**config.mk**
```make
export PLATFORM = sky130hd
export DESIGN_NAME = mul_add
export DESIGN_NICKNAME = d
export VERILOG_FILES = /design/src/rtl/mul_add.sv
export SDC_FILE = /design/constraint.sdc
export NUM_CORES = 1
export LEC_CHECK = 0
export ABC_AREA = 1
export BUFFER_PORTS_ARGS = -buffer_cell sky130_fd_sc_hd__buf_4
export CAP_MARGIN = 0
export CORE_MARGIN = 2
export CORE_UTILIZATION = 55
export DETAILED_ROUTE_END_ITERATION = 8
export PLACE_DENSITY = 0.85
export SYNTH_ARGS = -nofsm -noshare
export SYNTH_HDL_FRONTEND = slang
export SYNTH_SLANG_ARGS = --single-unit
export TNS_END_PERCENT = 20
```
**constraint.sdc**
```tcl
create_clock -name clk -period 2.8 [get_ports clk]
set_input_delay 0.28 -clock clk [delete_from_list [all_inputs] [get_ports clk]]
set_output_delay 0.28 -clock clk [all_outputs]
set_load 0.02 [all_outputs]
```
**src/rtl/mul_add.sv**
```systemverilog
// mul_add: sequential shift-add multiply-accumulate, product = quotient*divisor + remainder.
// Mirrors the divider's start/done handshake, so the two can be paired for a round-trip check.
module mul_add #(
    parameter int unsigned WIDTH = 32
) (
    input  logic                 clk,
    input  logic                 rst_n,
    input  logic                 start,
    input  logic [WIDTH-1:0]     quotient,
    input  logic [WIDTH-1:0]     divisor,
    input  logic [WIDTH-1:0]     remainder,
    output logic                 done,
    output logic [2*WIDTH-1:0]   product,
    output logic [WIDTH-1:0]     dividend,
    output logic                 overflow,
    output logic                 rem_invalid
);

    localparam int unsigned PW = 2 * WIDTH;
    localparam int unsigned CW = (WIDTH > 1) ? $clog2(WIDTH) : 1;
    localparam logic [CW-1:0] LAST = CW'(WIDTH - 1);

    typedef enum logic [1:0] {
        IDLE = 2'd0,
        BUSY = 2'd1,
        DONE = 2'd2
    } state_t;

    state_t          state;
    logic [WIDTH-1:0] mq;
    logic [PW-1:0]   mcand;
    logic [PW-1:0]   acc;
    logic [CW-1:0]   cnt;
    logic            rem_inv_q;
    logic [PW-1:0]   acc_sum;

    // Accumulator value after the current iteration; also the final result on the last one.
    always_comb begin
        acc_sum = acc;
        if (mq[0]) begin
            acc_sum = acc + mcand;
        end
    end

    // Control FSM, datapath iteration and registered result outputs.
    always_ff @(posedge clk or negedge rst_n) begin
        if (!rst_n) begin
            state       <= IDLE;
            mq          <= '0;
            mcand       <= '0;
            acc         <= '0;
            cnt         <= '0;
            rem_inv_q   <= 1'b0;
            done        <= 1'b0;
            product     <= '0;
            dividend    <= '0;
            overflow    <= 1'b0;
            rem_invalid <= 1'b0;
        end else begin
            done <= 1'b0;
            case (state)
                IDLE, DONE: begin
                    if (start) begin
                        mq        <= quotient;
                        mcand     <= {{WIDTH{1'b0}}, divisor};
                        acc       <= {{WIDTH{1'b0}}, remainder};
                        cnt       <= '0;
                        rem_inv_q <= (divisor != '0) && (remainder >= divisor);
                        state     <= BUSY;
                    end else begin
                        state <= IDLE;
                    end
                end
                BUSY: begin
                    acc   <= acc_sum;
                    mcand <= mcand << 1;
                    mq    <= mq >> 1;
                    cnt   <= cnt + CW'(1);
                    // Fixed WIDTH iterations: latency never depends on the operands.
                    if (cnt == LAST) begin
                        state       <= DONE;
                        done        <= 1'b1;
                        product     <= acc_sum;
                        dividend    <= acc_sum[WIDTH-1:0];
                        overflow    <= |acc_sum[PW-1:WIDTH];
                        rem_invalid <= rem_inv_q;
                    end
                end
                default: begin
                    state <= IDLE;
                end
            endcase
        end
    end

endmodule

```
# Word-level counts from Yosys, hierarchy flattened
# Index checks and enable logic that the tools add are counted.
[totals]
ram_bits = 0
elab_cells = 42
latchBits = 0
output_inout_bits = 99
reg_bits = 267
memories = 0
romBits = 0
[classes]
reduce_logical = 9
magnitude_cmp = 1
mul = 0
eq_ne = 5
shift = 0
n_addsub = 2
muxes = 14
bitwise = 0
div = 0
[op_table]
columns = ["operator", "count"]
rows = [
  ["case mux 64 bit (2 select lines)", 2],
  ["two-way mux 64 bit", 3],
  ["adder 64 bit", 1],
  ["case mux 32 bit (2 select lines)", 1],
  [">= comparator 32 bit", 1],
  ["two-way mux 32 bit", 1],
  ["nonzero test 32 bit", 1],
  ["OR reduction 32 bit", 1],
  ["case mux 5 bit (2 select lines)", 1],
  ["AND reduction 2 bit", 3],
  ["adder 5 x 1 -> 5 bit (second input constant)", 1],
  ["equality test 5 bit (second input constant)", 1],
  ["two-way mux 5 bit", 1],
  ["inequality test 2 bit (second input constant)", 2],
  ["case mux 2 bit (2 select lines)", 1],
  ["two-way mux 1 bit", 3],
  ["equality test 2 x 1 -> 1 bit (second input constant)", 1],
  ["equality test 2 bit (second input constant)", 1],
  ["logical NOT 2 bit", 1],
  ["two-way mux 2 bit", 1],
  ["nonzero test 2 bit", 1],
  ["OR reduction 2 bit", 1],
  ["logical AND 1 bit", 1],
]

# Depth between registers and ports, before layout
[logic_depth]
depth_word = 4
mapped_depth = 21

# Least setup slack after synthesis
# No wires, ideal clock.
[synth_timing]
kind = "register to register"
from = "register mcand[0]"
to = "register overflow"
setup_slack_ns = 0.447
setup_ns = 0.122
required_time_ns = 2.678
path_stages_with_launch = 21
path_buffers = 0
arrival_time_ns = 2.231
path_cell_list = "dfrtp_1 > ha_1 > fa_1 > nand3_1 > nand3_2 > nand2_1 > nand2_1 > nand2_1 > nand2_2 > nand2_1 > nand2_1 > nand2_1 > nand2_1 > nand2_1 > nand3_1 > nand2_1 > nand2_1 > nor2_1 > nand2_1 > nor2_1 > a21oi_1"
[synth_via]
elab_chain_cells = 3
[synth_lines]
columns = ["item", "line", "rtl"]
rows = [
  ["start: declaration", "31", "logic [PW-1:0] mcand;"],
  ["start signal: assignment", "65", "mcand <= {{WIDTH{1'b0}}, divisor};"],
  ["start signal: assignment", "76", "mcand <= mcand << 1;"],
  ["adder 64 bit", "41", "acc_sum = acc + mcand;"],
  ["two-way mux 64 bit", "40", "if (mq[0]) begin"],
  ["OR reduction 32 bit", "85", "overflow <= |acc_sum[PW-1:WIDTH];"],
  ["end signal: assignment", "85", ""],
  ["end: declaration", "15", "output logic overflow,"],
]
# No other way between the ends.
# A chain may end at the register's enable or synchronous reset.

# Worst setup path after layout
[layout_timing]
from = "register acc[33]"
to = "register overflow"
[layout_via]
elab_chain_cells = 3
[layout_lines]
columns = ["item", "line", "rtl"]
rows = [
  ["start: declaration", "32", "logic [PW-1:0] acc;"],
  ["start signal: assignment", "66", "acc <= {{WIDTH{1'b0}}, remainder};"],
  ["start signal: assignment", "75", "acc <= acc_sum;"],
  ["adder 64 bit", "41", ""],
  ["two-way mux 64 bit *", "40", ""],
  ["OR reduction 32 bit *", "85", ""],
]
# Mark *: on every way between the ends. The rest lies on a longest branch, timed or not.

==> flow_summary.toml <==
[worst_setup_path]
cp.arrival_ns = 3.13
slowest_stage = "dfrtp_2"
cp-start-kind = "register"
worst_ep_required_time_ns = 3.26
cp_cell_sequence = "ha_4 > nand2_1 > nor2_1 > inv_1 > nor2_2 > buf_4 > nand2_2 > nor3_2 > nand2_2 > nand3_1 > nand3_1 > nand2_2 > nand2_1 > nor2_2 > nand2_1 > nor2_2 > a21oi_1"
cp_num_buf_inv = 2
max_stage_delay_ns = 0.44
end_kind = "register"
critPathTopFamily = "simple AND/OR/NAND/NOR gates"
path_max_fanout = 5
worstSetupPathType = "register to register"

[logic_synthesis]
synth-seq-area-share = 0.346
ys_ff_latch = 235
async_flop_share = 1.00
yosys_warnings = 0
yosysTopAreaCell = "dfrtp_1"
synth_compound_area_frac = 0.115
synth_cells = 2520
synth_top_family_by_area = "simple AND/OR/NAND/NOR gates"
synth_edf_count = 0
synth_cell_types = 40
synth_area_mm2 = 0.0170
synth_top_area_frac = 0.346
syn-num-nets = 2717
synth_adder_area_share = 0.0726
ys_top_cells_by_area = "dfrtp_1, nand2_1, inv_1"
synth_mux_area_frac = 0
synth_xor_area_frac = 0.0160
postSynthAreaPerCell_um2 = 6.74
synth_simple_gate_area_frac = 0.320
ys.flop_type = "dfrtp_1"

[floorplanning]
die_area_mm2 = 0.0323
die_y_um = 180
pin_count = 198
core_mm2 = 0.0305
die-width_um = 180
start_util = 0.557
std_cell_rows = 64

[detailed_routing]
antenna_left = 0
routed_wl_um = 65800
maxUsedRoutingLayer = "met4"
via_per_inst = 5.76
wl_met1_um = 27200
wl_met3_um = 5530
wl_met2_um = 30400
drtIter0Drc = 1912
drc_errors = 0
vias = 18700
routedWlPerCell_um = 20.3
first_pass_iters = 6

[layout]
fill_cells = 2227
utilization = 0.731
nets = 3033
final_common_cell = "nand2_1"
final_cells = 3251
drive_gt1_frac = 0.232
final_cell_mix = "nand2_1, inv_1, buf_4, dfrtp_1, nand3_1"
syn_to_final_growth_pct = 31.2

[clock_network]
cts_root_buffer = "clkbuf_16"
h-tree-depth = 1
cts_tree = "done"
cts_inserted_buffers = 26
clock_sinks = 235
clk_latency_ns = 0.58
path_clk_slew_ns = 0.06
cts_buffer_depth = 3

[pwr]
p_leak_nw = 11.5
p_per_area_mw_per_mm2 = 1560
vdd_drop_max_mv = 1.24

[place]
numPortBuffers = 197
dp.final_hpwl_um = 45800
place_inst = 3128
place.gp.congestion = 0.983

[sta]
finalHoldViolations = 0
fin_skew_ns = 0.0257
layout_min_cycle_time_ns = 2.67
hold-worst-slack_ns = 0.0629
slew_viol_final = 0
worst_pin_slew_ns = 0.965
final.setup.tns_ns = 0
maxSlewHeadroom = 0.350
fmax_ghz = 0.374
setup_violations = 0
min_period_over_period = 0.954

[global_routing]
grt_usage = 0.387
grt_max_degree = 128
overflow = 0
grt_pass1_vias = 18100
antenna_found_initial = 2
grt_pass1_wl_um = 99700

[worst_hold_path]
hold_class = "input pin to register"

[run_status]
status = "finished, final reports clean"

[run]
maxCapViolCount = 0
-- routing by layer --
layer | vias to the layer above | GRT usage
met2 | 1090 | 0.633
met1 | 8791 | 0.532
met3 | 218 | 0.0537
met4 | 0 | 0.125
li1 | 8622 | -
met5 | - | 0
-- synthesized netlist by cell type (22+ instances only) --
| master | instances |
|---|---|
| o211ai_1 | 33 |
| o22ai_1 | 55 |
| nand3_1 | 200 |
| nor2_1 | 101 |
| clkbuf_1 | 64 |
| nand2_1 | 856 |
| xnor2_1 | 31 |
| dfrtp_1 | 235 |
| a21oi_1 | 68 |
| nor2_2 | 22 |
| inv_1 | 418 |
| o221ai_1 | 33 |
| nand2_2 | 24 |
| ha_1 | 97 |
| nand4_1 | 25 |
| buf_4 | 32 |
| o21ai_0 | 121 |
-- through the flow --
step | power, mW | instance area [um^2] | worst slack [ns]
after global routing | 36.9 | 22300 | -0.0586
after CTS | 31.5 | 21200 | 0.00547
after floorplan | 19.2 | 17000 | 0.447
after global placement | 26.8 | 19500 | -0.259
after detailed placement | 27.2 | 19500 | -0.175
final | 34.8 | 22300 | 0.128
-- what timing repair did --
action | 4_1_cts | 5_1_grt
hold buffers | 64 | 0
resized for setup | 28 | 199
buffers inserted | 0 | 12
pin swaps | 1 | 22
endpoints found under the hold margin | 124 | 0
endpoints found under the setup margin | 1 | 11
-- registers in the layout (all words and copies together) (netlist names) --
name and flops:
acc 64, cnt 5, done 1, mcand 64, mq 32, overflow 1
product 64, rem_inv_q 1, rem_invalid 1, state 2
-- power by group --
part	switching (mW)	internal, mW
combinational	15.0	9.21
sequential	1.63	5.08
clock	1.54	2.32
-- cell families (layout without fill, tap and decap cells) --
group	count (synthesis)	in the layout
and+or+nand+nor	1274	1274
buffers and inverters	555	888
AOI/OAI and AO/OA	327	327
DFF	235	235
adders and majority gates	98	98
xor gates and xnor gates	31	31
other	0	2
-- final timing paths --
| path | start | end | slack, ns | cells past startpoint |
|---|---|---|---|---|
| min | divisor[24] | mcand[24] | 0.06 | 3 |
| min reg2reg | product[50] | product[50] | 0.48 | 2 |
| max in group asynchronous | rst_n | product[48] | 1.70 | 3 |
| max reg2reg | acc[33] | overflow | 0.13 | 17 |
| min in group asynchronous | rst_n | cnt[1] | 0.25 | 2 |
| max | acc[33] | overflow | 0.13 | 17 |
-- final cells by class --
| type | count | area [um^2] | share of cell area |
|---|---|---|---|
| multi-input cells | 1730 | 10000 | 0.449 |
| flip-flops and latches | 235 | 5880 | 0.264 |
| repair buffers | 402 | 3290 | 0.147 |
| inverters | 441 | 1660 | 0.0745 |
| clock buffers | 34 | 741 | 0.0332 |
| well taps | 396 | 495 | 0.0222 |
| clock inverters | 11 | 211 | 0.00949 |
| diodes | 2 | 5.00 | 0.000225 |
-- tightest hold or removal path, stage by stage --
cell	delay (ns)
buf_4	0.08
inv_1	0.06
o221ai_1	0.18
(Power assumes the default switching activity.)
